<file path="config.mk">
export PLATFORM = sky130hd
export DESIGN_NAME = div_f_cascade
export DESIGN_NICKNAME = d
export VERILOG_FILES = /design/src/rtl/div_f_pkg.sv /design/src/rtl/div_f_stage.sv /design/src/rtl/div_f_cascade.sv
export SDC_FILE = /design/constraint.sdc
export NUM_CORES = 1
export LEC_CHECK = 0
export CORE_UTILIZATION = 48
export DETAILED_ROUTE_END_ITERATION = 6
export GPL_TIMING_DRIVEN = 1
export PLACE_DENSITY = 0.67
export SLEW_MARGIN = 25
export SYNTH_ARGS = -nofsm -noshare
export SYNTH_HDL_FRONTEND = slang
export SYNTH_SLANG_ARGS = --single-unit
</file>
<file path="constraint.sdc">
create_clock -name CLOCK -period 1.9 [get_ports CLOCK]
set_input_delay 0.19 -clock CLOCK [delete_from_list [all_inputs] [get_ports CLOCK]]
set_output_delay 0.19 -clock CLOCK [all_outputs]
set_load 0.02 [all_outputs]
</file>
<file path="src/rtl/div_f_pkg.sv">
// Shared constants and elaboration-time helpers for the cascaded frequency divider.
package div_f_pkg;

    localparam int unsigned DEF_CLK_HZ  = 32'd50_000_000;
    localparam int unsigned DEF_BASE_HZ = 32'd100;
    localparam int unsigned DEF_RATIO   = 32'd10;

    // Ceiling log2; returns 0 for inputs of 0 or 1.
    function automatic int unsigned clog2(input int unsigned value);
        int unsigned result;
        result = 32'd0;
        for (int i = 0; i < 32; i++) begin
            if ((32'd1 << i) < value) begin
                result = i + 32'd1;
            end else begin
                result = result;
            end
        end
        return result;
    endfunction

    // True when the divider can be built exactly: even integer prescale, even stage ratio.
    function automatic bit params_ok(input int unsigned clk_hz,
                                     input int unsigned base_hz,
                                     input int unsigned ratio,
                                     input int unsigned stages);
        bit ok;
        ok = 1'b1;
        if (base_hz == 32'd0) begin
            ok = 1'b0;
        end else if ((clk_hz % base_hz) != 32'd0) begin
            ok = 1'b0;
        end else if ((clk_hz / base_hz) < 32'd2 || ((clk_hz / base_hz) % 32'd2) != 32'd0) begin
            ok = 1'b0;
        end else begin
            ok = ok;
        end
        if (ratio < 32'd2 || (ratio % 32'd2) != 32'd0 || stages < 32'd1) begin
            ok = 1'b0;
        end else begin
            ok = ok;
        end
        return ok;
    endfunction

endpackage

</file>
<file path="src/rtl/div_f_stage.sv">
// One divide-by-RATIO stage of the cascade: counts upstream wraps and produces
// its own tick strobe, square wave and wrap for the next stage.
module div_f_stage
    import div_f_pkg::*;
#(
    parameter int unsigned RATIO = DEF_RATIO
) (
    input  logic CLOCK,
    input  logic RESET,
    input  logic CLEAR,
    input  logic wrap_in,
    output logic wrap_out,
    output logic tick,
    output logic sqw
);

    localparam int unsigned CW = (clog2(RATIO) < 32'd1) ? 32'd1 : clog2(RATIO);
    localparam logic [CW-1:0] CNT_LAST = CW'(RATIO - 32'd1);
    localparam logic [CW-1:0] CNT_MID  = CW'((RATIO / 32'd2) - 32'd1);

    logic [CW-1:0] cnt_q;
    logic [CW-1:0] cnt_d;
    logic          tick_q;
    logic          tick_d;
    logic          sqw_q;
    logic          sqw_d;

    assign wrap_out = wrap_in && (cnt_q == CNT_LAST);
    assign tick     = tick_q;
    assign sqw      = sqw_q;

    // Next-state: advance only when the upstream tap wraps; toggle SQW at mid and terminal count.
    always_comb begin
        cnt_d  = cnt_q;
        tick_d = 1'b0;
        sqw_d  = sqw_q;
        if (CLEAR) begin
            cnt_d = '0;
            sqw_d = 1'b0;
        end else if (wrap_in) begin
            cnt_d  = (cnt_q == CNT_LAST) ? '0 : cnt_q + CW'(32'd1);
            tick_d = wrap_out;
            if (cnt_q == CNT_MID || cnt_q == CNT_LAST) begin
                sqw_d = ~sqw_q;
            end else begin
                sqw_d = sqw_q;
            end
        end else begin
            cnt_d = cnt_q;
        end
    end

    // State registers, updated on the falling edge like the rest of the divider.
    always_ff @(negedge CLOCK) begin
        if (RESET) begin
            cnt_q  <= '0;
            tick_q <= 1'b0;
            sqw_q  <= 1'b0;
        end else begin
            cnt_q  <= cnt_d;
            tick_q <= tick_d;
            sqw_q  <= sqw_d;
        end
    end

endmodule

</file>
<file path="src/rtl/div_f_cascade.sv">
// Cascaded frequency divider: a prescaler from CLK_HZ to BASE_HZ followed by
// NUM_STAGES-1 divide-by-STAGE_RATIO stages, each tap giving a tick strobe and square wave.
module div_f_cascade
    import div_f_pkg::*;
#(
    parameter int unsigned CLK_HZ      = DEF_CLK_HZ,
    parameter int unsigned BASE_HZ     = DEF_BASE_HZ,
    parameter int unsigned NUM_STAGES  = 32'd3,
    parameter int unsigned STAGE_RATIO = DEF_RATIO
) (
    input  logic                  CLOCK,
    input  logic                  RESET,
    input  logic                  RUN,
    input  logic                  CLEAR,
    output logic [NUM_STAGES-1:0] TICK,
    output logic [NUM_STAGES-1:0] SQW
);

    localparam int unsigned N     = (BASE_HZ == 32'd0) ? 32'd0 : (CLK_HZ / BASE_HZ);
    localparam int unsigned PRE_W = (clog2(N) < 32'd1) ? 32'd1 : clog2(N);
    localparam logic [PRE_W-1:0] PRE_LAST = PRE_W'(N - 32'd1);
    localparam logic [PRE_W-1:0] PRE_MID  = PRE_W'((N / 32'd2) - 32'd1);

    if (!params_ok(CLK_HZ, BASE_HZ, STAGE_RATIO, NUM_STAGES)) begin : g_bad_params
        $error("div_f_cascade: CLK_HZ/BASE_HZ and STAGE_RATIO must be even integers >= 2");
    end

    logic [PRE_W-1:0]      pre_q;
    logic [PRE_W-1:0]      pre_d;
    logic                  tick0_q;
    logic                  tick0_d;
    logic                  sqw0_q;
    logic                  sqw0_d;
    logic [NUM_STAGES-1:0] wrap_s;
    logic                  unused_last_wrap_s;

    assign wrap_s[0] = RUN && (pre_q == PRE_LAST);
    assign TICK[0]   = tick0_q;
    assign SQW[0]    = sqw0_q;

    // The final stage's wrap has no downstream consumer.
    assign unused_last_wrap_s = wrap_s[NUM_STAGES-1];

    // Prescaler next-state: count while RUN, hold otherwise; SQW toggles at mid and terminal count.
    always_comb begin
        pre_d   = pre_q;
        tick0_d = 1'b0;
        sqw0_d  = sqw0_q;
        if (CLEAR) begin
            pre_d  = '0;
            sqw0_d = 1'b0;
        end else if (RUN) begin
            pre_d   = wrap_s[0] ? '0 : pre_q + PRE_W'(32'd1);
            tick0_d = wrap_s[0];
            if (pre_q == PRE_MID || pre_q == PRE_LAST) begin
                sqw0_d = ~sqw0_q;
            end else begin
                sqw0_d = sqw0_q;
            end
        end else begin
            pre_d = pre_q;
        end
    end

    // Prescaler registers.
    always_ff @(negedge CLOCK) begin
        if (RESET) begin
            pre_q   <= '0;
            tick0_q <= 1'b0;
            sqw0_q  <= 1'b0;
        end else begin
            pre_q   <= pre_d;
            tick0_q <= tick0_d;
            sqw0_q  <= sqw0_d;
        end
    end

    // Each stage sees the previous tap's wrap, so coincident terminal counts tick together.
    for (genvar k = 1; k < NUM_STAGES; k++) begin : g_stage
        div_f_stage #(
            .RATIO (STAGE_RATIO)
        ) u_stage (
            .CLOCK    (CLOCK),
            .RESET    (RESET),
            .CLEAR    (CLEAR),
            .wrap_in  (wrap_s[k-1]),
            .wrap_out (wrap_s[k]),
            .tick     (TICK[k]),
            .sqw      (SQW[k])
        );
    end

endmodule

</file>
==> flow_metrics.tcl <==
set metrics [dict create \
    drc_errors 0 \
    drtIter0Drc 91 \
    dpl.hpwl_microns 2820 \
    slowest_stage "or4_1" \
    maxCapViolCount 0 \
    dpl_cell_area_sq_um 2080 \
    yosysTopAreaCellShare_pct 39.1 \
    syn_inst 193 \
    final_max_slew_viol_count 0 \
    cts_max_level 2 \
    grt_max_degree 18 \
    num_rows 21 \
    hold_path.startpoint "pre_q[17]$_SDFFE_NP0P_" \
    ys.flop_type "dfxtp_1" \
    cts_buffers 5 \
    critPathMaxStageDelay_ns 0.59 \
    slew_headroom_pct 72.2 \
    cp_cell_sequence "clkdlybuf4s15_1 -> nor2_2 -> nand4b_1 -> or4_1 -> nand3_1" \
    fin_skew_ns 0.0297 \
    coreArea_sq_um 3360 \
    vias_per_cell 5.69 \
    yosysUniqueCellTypes 44 \
    clk_latency_ns 0.41 \
    io_buffers 9 \
    nNetsFinal 268 \
    die_h_microns 61.3 \
    syn_area_sq_um 1690 \
    root_buffer "clkbuf_4" \
    crit_type "primary input to register" \
    diodes 0 \
    synth_edf_count 0 \
    synth_seq_area_share_pct 39.1 \
    syn_area_per_cell_sq_um 8.75 \
    rsz0062_at_grt "true" \
    cts_max_path_buffers 2 \
    nFillCells 263 \
    yosys_warnings 0 \
    hold_viol 0 \
    grt_pass1_wl_microns 7310 \
    grt_overflow_total 0 \
    drive_gt1_share_pct 34.2 \
    dp_cells 262 \
    cp_data_required_time_ns 1.31 \
    finalSetupTns_ns -0.785 \
    seq_area_sq_um 668 \
    mostFrequentLayoutCells "inv_1 (36), dfxtp_1 (27), buf_4 (27)" \
    fin_cells 309 \
    cp_max_fo 2 \
    start_kind "primary input" \
    avgRoutedWirePerCell_microns 15.3 \
    worstReg2RegStart "pre_q[5]$_SDFFE_NP0P_" \
    power.ir.vdd_worst_uv 445 \
    wl_microns 4740 \
    io_pins 10 \
    tightest_slew_ns 0.413 \
    violations "negative setup slack" \
    gp_congestion 0.837 \
    outcome "finished, violations left" \
    power.density_nw_per_um2 577 \
    setup_viol 14 \
    leakagePower_nw 0.985 \
    hold_class "register to register" \
    reg2reg_depth 5 \
    cts_sinks 33 \
    synthArstFlopShare_pct 0 \
    grt_pass1_vias 1792 \
    synth_nets 198 \
    fin_ws_ns -0.115 \
    clk_pin_slew_ns 0.06 \
    design_area_sq_um 2460 \
    ys_ff_latch 33 \
    area_growth_pct 45.9 \
    track_usage_pct 26.6 \
    via_count 1757 \
    ant_nets 0 \
    endpoint_kind "register" \
    synth_area_leaders "dfxtp_1 (39%), a21oi_1 (3.6%), mux2i_1 (3.6%), nor2_1 (3.3%), or3_1 (3.3%)" \
    crit_path_start "RESET" \
    fin_util_pct 73.2 \
    antenna_found_initial 0 \
    cts_tree "yes" \
    firstDrtPassIters 4 \
    dieWidth_microns 61.3 \
    die_area_sq_um 3760 \
    final_common_cell "inv_1" \
    start_util_pct 50.2 \
    cts_hold_buffers 0 \
    multi_input_area_sq_um 1130 \
    synth_top_area_cell "dfxtp_1" \
    hold_path_depth 2 \
    arrival_ns 1.42 \
]
## logic make-up (layout without fill, tap and decap cells)
family / after synthesis / in the layout / share of synthesized area [%]
simple gates: 92 / 93 / 33.4
compound gates: 33 / 33 / 11.7
flops: 33 / 33 / 39.1
buf+inv: 18 / 87 / 6.30
xor+xnor: 10 / 10 / 5.19
mux: 6 / 6 / 3.56
fa+ha+maj: 1 / 1 / 0.741
## layer usage
layer  share of wire [%]  routed length (microns)  track usage [%]  up-vias
met1                  39                     1860             29.9      847
li1                    -                        -                -      849
met2                  54                     2560             43.3       51
met5                   0                        0                0        -
met3                 5.0                      239             11.1       10
met4                 1.7                       79             13.0        0
## timing repair
action,CTS,global route
endpoints found under the hold margin,0,0
cloned,1,0
setup buffers,6,1
endpoints found under the setup margin,39,16
resized for setup,54,27
pin swaps,4,9
## worst paths after layout
check | endpoint | slack, ns
max | g_stage[2].u_stage.cnt_q[3]$_SDFFE_NP0P_ | -0.11
min | pre_q[17]$_SDFFE_NP0P_ | 0.52
max reg2reg | g_stage[1].u_stage.cnt_q[1]$_SDFFE_NP0P_ | 0.03
min reg2reg | pre_q[17]$_SDFFE_NP0P_ | 0.52
## critical path, delay by kind of cell
family / cells / cell delay (ns)
buffers and inverters: 1 / 0.21
AND/OR/NAND/NOR: 4 / 1.02
## area by class of cell
type                       instances  area share [%]
inverter                           2           0.305
tap                               46            2.34
multi-input combinational        143            46.1
timing repair buffer              45            17.2
clock inverter                    35            5.39
sequential                        33            27.1
clock buffer                       5            1.52
## power breakdown
part	total (mW)	switching [mW]	internal, mW
registers	0.698	0.00113	0.697
logic	0.0584	0.0296	0.0288
clock network	0.664	0.444	0.220
## registers in the layout (all words and copies together) (netlist names)
register	cells
pre_q	19
g_stage.u_stage.cnt_q	8
g_stage.u_stage.sqw	2
g_stage.u_stage.tick	2
sqw0_q	1
tick0_q	1
## stage by stage
step | setup WS, ns | hold WS [ns] | total power, mW
global route | -0.148 | 0.534 | 1.52
floorplan | -0.319 | 0.444 | 0.843
finish | -0.115 | 0.516 | 1.42
detailed placement | -0.930 | 0.472 | 0.870
CTS | -0.0836 | 0.512 | 1.42
global placement | -0.913 | 0.455 | 0.869
## cells in the mapped netlist, drive strengths merged, types with 4 or more instances
| cell | number |
|---|---|
| buf | 12 |
| o31ai | 5 |
| or3 | 11 |
| nand2 | 14 |
| or4 | 6 |
| dfxtp | 33 |
| nand3 | 8 |
| xor2 | 6 |
| mux2i | 6 |
| nand4 | 7 |
| and4 | 4 |
| nor3 | 4 |
| a21oi | 12 |
| xnor2 | 4 |
| nor2 | 15 |
| o21ai | 9 |
(Power assumes the default switching activity.)
